<file path="src/rtl/seq_match_window_ctrl.sv">
// Windowed 1011-style sequence match counter with valid/ready result hold.
// Optional macro AUTO_RESTART_EN: the HOLD handshake re-arms RUN with the latched length.
module seq_match_window_ctrl #(
   parameter int         N       = 8,
   parameter int         WIN_W   = 10,
   parameter logic [3:0] PATTERN = 4'b1011
) (
   input  logic             clk,
   input  logic             reset,
   input  logic             start,
   input  logic [WIN_W-1:0] win_len,
   input  logic             din,
   input  logic             din_valid,
   input  logic             rd_ready,
   output logic             busy,
   output logic             result_valid,
   output logic [N-1:0]     match_cnt,
   output logic             overflow
);

   typedef enum logic [1:0] {
      S_IDLE = 2'd0,
      S_RUN  = 2'd1,
      S_HOLD = 2'd2
   } state_t;

   localparam logic [N-1:0]     CNT_MAX = {N{1'b1}};
   localparam logic [N-1:0]     CNT_ONE = {{(N-1){1'b0}}, 1'b1};
   localparam logic [WIN_W-1:0] WIN_ONE = {{(WIN_W-1){1'b0}}, 1'b1};

   state_t           r_state;
   state_t           w_next_state;
   logic [WIN_W-1:0] r_win_len;
   logic [WIN_W-1:0] r_smp_cnt;
   logic [3:0]       r_hist;
   logic [1:0]       r_fill;
   logic [N-1:0]     r_match_cnt;
   logic             r_overflow;
   logic             r_busy;
   logic             r_result_valid;

   logic             w_start_ok;
   logic             w_run_smp;
   logic             w_match;
   logic             w_last;
   logic             w_handshake;
   logic             w_clear;

   assign w_start_ok  = (r_state == S_IDLE) && start && (win_len != {WIN_W{1'b0}});
   assign w_run_smp   = (r_state == S_RUN) && din_valid;
   // r_fill saturates at 3: three prior samples plus din make a full 4-bit window.
   assign w_match     = w_run_smp && (r_fill == 2'd3) && ({r_hist[2:0], din} == PATTERN);
   assign w_last      = w_run_smp && (r_smp_cnt == (r_win_len - WIN_ONE));
   assign w_handshake = (r_state == S_HOLD) && rd_ready;

`ifdef AUTO_RESTART_EN
   assign w_clear = w_start_ok || w_handshake;
`else
   assign w_clear = w_start_ok;
`endif

   // State register
   always_ff @(posedge clk or posedge reset) begin
      if (reset) begin
         r_state <= S_IDLE;
      end else begin
         r_state <= w_next_state;
      end
   end

   // Next-state decode
   always_comb begin
      w_next_state = r_state;
      case (r_state)
         S_IDLE: begin
            if (w_start_ok) begin
               w_next_state = S_RUN;
            end else begin
               w_next_state = S_IDLE;
            end
         end
         S_RUN: begin
            if (w_last) begin
               w_next_state = S_HOLD;
            end else begin
               w_next_state = S_RUN;
            end
         end
         S_HOLD: begin
            if (w_handshake) begin
`ifdef AUTO_RESTART_EN
               w_next_state = S_RUN;
`else
               w_next_state = S_IDLE;
`endif
            end else begin
               w_next_state = S_HOLD;
            end
         end
         default: begin
            w_next_state = S_IDLE;
         end
      endcase
   end

   // Status outputs registered from the next state so they line up with it
   always_ff @(posedge clk or posedge reset) begin
      if (reset) begin
         r_busy         <= 1'b0;
         r_result_valid <= 1'b0;
      end else begin
         r_busy         <= (w_next_state != S_IDLE);
         r_result_valid <= (w_next_state == S_HOLD);
      end
   end

   // Window datapath: length latch, history, sample and match counters
   always_ff @(posedge clk or posedge reset) begin
      if (reset) begin
         r_win_len   <= {WIN_W{1'b0}};
         r_smp_cnt   <= {WIN_W{1'b0}};
         r_hist      <= 4'b0000;
         r_fill      <= 2'd0;
         r_match_cnt <= {N{1'b0}};
         r_overflow  <= 1'b0;
      end else begin
         if (w_start_ok) begin
            r_win_len <= win_len;
         end
         if (w_clear) begin
            r_smp_cnt   <= {WIN_W{1'b0}};
            r_hist      <= 4'b0000;
            r_fill      <= 2'd0;
            r_match_cnt <= {N{1'b0}};
            r_overflow  <= 1'b0;
         end else if (w_run_smp) begin
            r_hist    <= {r_hist[2:0], din};
            r_smp_cnt <= r_smp_cnt + WIN_ONE;
            if (r_fill != 2'd3) begin
               r_fill <= r_fill + 2'd1;
            end
            if (w_match) begin
               if (r_match_cnt == CNT_MAX) begin
                  r_overflow <= 1'b1;
               end else begin
                  r_match_cnt <= r_match_cnt + CNT_ONE;
               end
            end
         end
      end
   end

   assign busy         = r_busy;
   assign result_valid = r_result_valid;
   assign match_cnt    = r_match_cnt;
   assign overflow     = r_overflow;

endmodule

</file>
<file path="config.mk">
export PLATFORM = sky130hd
export DESIGN_NAME = seq_match_window_ctrl
export DESIGN_NICKNAME = d
export VERILOG_FILES = /design/src/rtl/seq_match_window_ctrl.sv
export SDC_FILE = /design/constraint.sdc
export NUM_CORES = 1
export LEC_CHECK = 0
export ABC_AREA = 1
export CORE_ASPECT_RATIO = 1.4
export CORE_MARGIN = 2
export CORE_UTILIZATION = 45
export CTS_CLUSTER_SIZE = 12
export DETAILED_ROUTE_END_ITERATION = 8
export HOLD_SLACK_MARGIN = 0.02
export PLACE_DENSITY_LB_ADDON = 0.08
export SLEW_MARGIN = 20
export SYNTH_ARGS = -nofsm -noshare
export SYNTH_HDL_FRONTEND = slang
export SYNTH_SLANG_ARGS = --single-unit
</file>
<file path="constraint.sdc">
create_clock -name clk -period 3.15 [get_ports clk]
set_clock_uncertainty 0.05 [all_clocks]
set_input_delay 0.4725 -clock clk [delete_from_list [all_inputs] [get_ports clk]]
set_output_delay 0.4725 -clock clk [all_outputs]
set_load 0.05 [all_outputs]
</file>
# --- After elaboration in Yosys (flattened, before gate mapping) ---
# Cells that the tools add are included.
classes:
  eq_ne: 9
  muxes: 19
  n_reduce_logical: 17
  add_sub_neg: 4
ops:
  columns: ["operator", "count"]
  rows:
  - ["$mux 8", 4]
  - ["$mux 10", 2]
  - ["$add 10x1->10 const B", 1]
  - ["$eq 10x10->1", 1]
  - ["$mux 2", 5]
  - ["$reduce_bool 10->1", 1]
  - ["$reduce_bool 2->1", 5]
  - ["$sub 10x1->10 const B", 1]
  - ["$add 8x1->8 const B", 1]
  - ["$eq 8x8->1 const B", 1]
  - ["$logic_and 1x1->1", 7]
  - ["$eq 2x2->1 const B", 3]
  - ["$mux 3", 2]
  - ["$pmux 2 s3", 1]
  - ["$reduce_and 3->1", 2]
  - ["$mux 1", 5]
  - ["$eq 4x4->1 const B", 1]
  - ["$ne 2x2->1 const B", 2]
  - ["$add 2x1->2 const B", 1]
  - ["$eq 2x1->1 const B", 1]
  - ["$logic_not 2->1", 1]
  - ["$reduce_and 2->1", 1]
word_totals:
  ff_bits: 38
  output_inout_bits: 11
  input_bits: 16
  word_cells: 58

# --- Logic depth before layout (Yosys ltp) ---
depth:
  ltp_word: 7
  ltp_mapped: 12

# --- Worst setup path after synthesis ---
# Ideal clock, no wire load.
synth_timing:
  path_type: "register to register"
  from: "reg r_match_cnt[1] (netlist: match_cnt[1])"
  to: "reg r_match_cnt[3] (netlist: match_cnt[3])"
  path_buffers: 0
  path_stages_with_launch: 11
  setup_slack_ns: 1.178
  t_required_ns: 2.979
  synth_period_minus_slack_ns: 1.972
  arrival_time_ns: 1.801
  cell_sequence: "dfrtp_1 ha_1 nand3_1 nor2_1 inv_1 nor3_1 nor2_2 inv_2 nand2_4 a21oi_1 nor2_1"
synth_via:
  elab_chain_len: 5
  elab_cells_between_ends: 8
  cone_classes: "add/sub (1); eq/ne (2); mux (4); reduce/logical (1)"
synth_lines:
  columns: ["element", "line", "text"]
  rows:
  - ["start: declaration", "37", "logic [N-1:0] r_match_cnt;"]
  - ["start signal: assignment", "124", "r_match_cnt <= {N{1'b0}};"]
  - ["start signal: assignment", "134", "r_match_cnt <= {N{1'b0}};"]
  - ["start signal: assignment", "146", "r_match_cnt <= r_match_cnt + CNT_ONE;"]
  - ["$add 8x1->8", "146", null]
  - ["$mux 8", "143", "if (r_match_cnt == CNT_MAX) begin"]
  - ["$mux 8", "142", "if (w_match) begin"]
  - ["$mux 8", "136", "end else if (w_run_smp) begin"]
  - ["$mux 8", "130", "if (w_clear) begin"]
# Parallel ways exist; a longest one is shown, timed or not. The select of a mux whose other input is x is not followed.
# A chain may end at the register's enable or synchronous reset.

# --- Worst setup path after layout ---
layout_timing:
  from: "reg r_match_cnt[3] (netlist: match_cnt[3])"
  to: "out match_cnt[3]"
layout_lines:
  columns: ["element", "line", "text"]
  rows:
  - ["end: declaration", "17", "output logic [N-1:0] match_cnt,"]
# No word-level cell between the ends.

==> flow_summary.yaml <==
outcome:
  status: "completed"
clocking:
  clock_latency_ps: 290
  clkTransAtPathRegs_ps: 80
  cts_hold_buf: 0
  cts_sinks: 38
  cts_resized: 0
  cts.htree.levels: 2
  cts_buffers: 5
  cts_root_buffer: "clkbuf_8"
  cts_tree: "done"
  post_cts_buffers: 0
  clock_path_buffers: 2
yosys:
  synth.top_cell.area_share: 0.440
  synthTopCellsByArea: "dfrtp_1 44%, nand2_1 11%, inv_1 6.4%"
  synth_seq_cells: 38
  synth_warnings: 0
  synthCells: 265
  synth_area_mm2: 0.00216
  yosysTopAreaCell: "dfrtp_1"
  seq_area_frac_synth: 0.440
  syn_area_per_cell_um2: 8.16
  synthDistinctLibCells: 34
  syn-num-nets: 285
worst_setup_path:
  cp.buffers_inverters: 1
  crit_type: "flip-flop to primary output"
  crit_fanout: 5
  cp_cell_sequence: "clkdlybuf4s50_1"
  critPathSlowestCell: "clkdlybuf4s50_1"
  required_ps: 2630
  path_delay_family: "buffers and inverters"
  start_kind: "flip-flop"
  critPathArrivalTime_ps: 1570
  endpoint_kind: "primary output"
  slowest_delay_ps: 840
sta:
  final.period_utilization: 0.664
  fmaxAchievable_mhz: 478
  rsz0062_at_grt: "no"
  setup_viol: 0
  finalHoldViolations: 0
  layout_min_cycle_time_ps: 2090
  relSlewSlack: 0.667
  drv_slew: 0
  setup_tns_ps: 0
  worst_pin_slew_ps: 498
final_layout:
  fin_nets: 314
  nFillCells: 473
  antenna_cells: 0
  final_cell_area_mm2: 0.00257
  area_delta_synth_final_pct: 18.8
  final_layout_size_suffix_gt1_frac: 0.0915
  most-common-layout-cells: "61 x nand2_1, 38 x dfrtp_1, 37 x inv_1, 26 x clkdlybuf4s50_1, 21 x nand3_1"
  final_common_cell: "nand2_1"
global_route:
  overflow: 0
  grt_pass1_wl_um: 7800
  grt_max_degree: 39
  grt_pass1_vias: 1691
  track_usage: 0.186
  grt_antenna_before_repair: 0
power:
  p_int_uw: 1200
  seq_power_share: 0.397
  swShare: 0.422
  power_frac_clock: 0.165
  ir_drop_uv: 364
  combPwrFrac: 0.438
  p_sw_uw: 878
  pwr_density_cell_mw_per_mm2: 809
  leakage_uw: 0.00122
place:
  finalWeightedCongestion: 0.787
  port_buffers: 26
  dp_hpwl_um: 3350
  place_area_mm2: 0.00248
floorplanning:
  initial_core_util: 0.473
  dieArea_mm2: 0.00538
  core_mm2: 0.00457
  chipWidth_um: 62.6
  die_h_um: 86.0
  ios: 27
  rows: 29
detailed_routing:
  drc: 0
  ant_nets: 0
  drt_pass1_iterations: 4
  post_drt_via_cell_ratio: 4.87
  first_iter_violations: 61
  routed_wl_um: 4440
  avgRoutedWirePerCell_um: 12.4
  vias: 1738
min_path:
  min_path_type: "flip-flop to flip-flop"
job:
  drv_cap: 0
==> Yosys cell counts (all sizes together) <==
master and instances:
nor4 3, o21ai 19, a21oi 9, nor3b 2, mux2 1, dfrtp 38, clkbuf 2, nand4 7
ha 4, nand3b 1, nor2 20, xnor3 1, o21a 2, buf 5, xnor2 6, nand3 24
nand2 63, xor2 10, nor3 8, clkinv 1, inv 39
==> worst reg2reg max path, delay by kind of cell (launching register included) <==
kind / cells / cell delay [ps]
buffers and inverters: 2 / 170
adders and majority gates: 1 / 270
DFF: 1 / 420
and+or+nand+nor: 7 / 830
xor gates and xnor gates: 1 / 140
==> state kept, by name (all words and copies together), names as in the netlist <==
register	cells
result_valid	1
overflow	1
r_fill	2
r_hist	3
match_cnt	8
busy	1
r_win_len	10
r_smp_cnt	10
r_state	2
==> layer usage <==
| layer | vias up | wire [µm] | track usage |
|---|---|---|---|
| li1 | 908 | - | - |
| met1 | 795 | 1980 | 0.226 |
| met2 | 29 | 2300 | 0.333 |
| met4 | 0 | 55 | 0.0606 |
| met5 | - | 0 | 0 |
| met3 | 6 | 103 | 0.0315 |
==> metrics by stage <==
stage	hold slack, ps	total power, µW	std cells	util	worst slack (ps)
detailed placement	441	1760	349	0.542	901
global placement	436	1740	349	0.542	912
global route	485	2280	357	0.562	963
finish	456	2080	357	0.562	1060
floorplan	419	1540	265	-	1180
CTS	458	2110	357	0.562	1040
==> final timing paths <==
| check | startpoint | endpoint | slack, ps | cells after the start |
|---|---|---|---|---|
| worst max-delay path | match_cnt[3] | match_cnt[3] | 1060 | 1 |
| worst min-delay path | r_hist[2] | r_hist[2] | 460 | 2 |
| min in group asynchronous | reset | result_valid | 550 | 3 |
| worst min register to register | r_hist[2] | r_hist[2] | 460 | 2 |
| max in group asynchronous | reset | r_smp_cnt[9] | 2150 | 3 |
| worst max register to register | r_win_len[0] | r_state[0] | 1150 | 11 |
==> layout make-up <==
type                    count  area [µm²]  area share
multi-input cells         180        1010       0.395
clock inverters             1        5.00     0.00195
flip-flops and latches     38         951       0.370
inverters                  40         151      0.0589
clock buffers               7        86.3      0.0336
repair buffers             29         283       0.110
well taps                  62        77.6      0.0302
==> power groups by stage <==
stage	clock [µW]	combinational, µW	sequential, µW
2_1_floorplan	0	662	874
3_3_place_gp	0	912	831
3_5_place_dp	0	922	834
4_1_cts	360	926	825
5_1_grt	377	1050	852
6_report	343	911	824
==> cells by family after synthesis <==
logic type      Yosys count  share of synthesized area
buf+inv                  47                     0.0908
simple gates            128                      0.294
xor+xnor                 17                     0.0752
flops                    38                      0.440
mux                       1                    0.00521
compound gates           30                     0.0718
fa+ha+maj                 4                     0.0231
(Power assumes the default switching activity.)
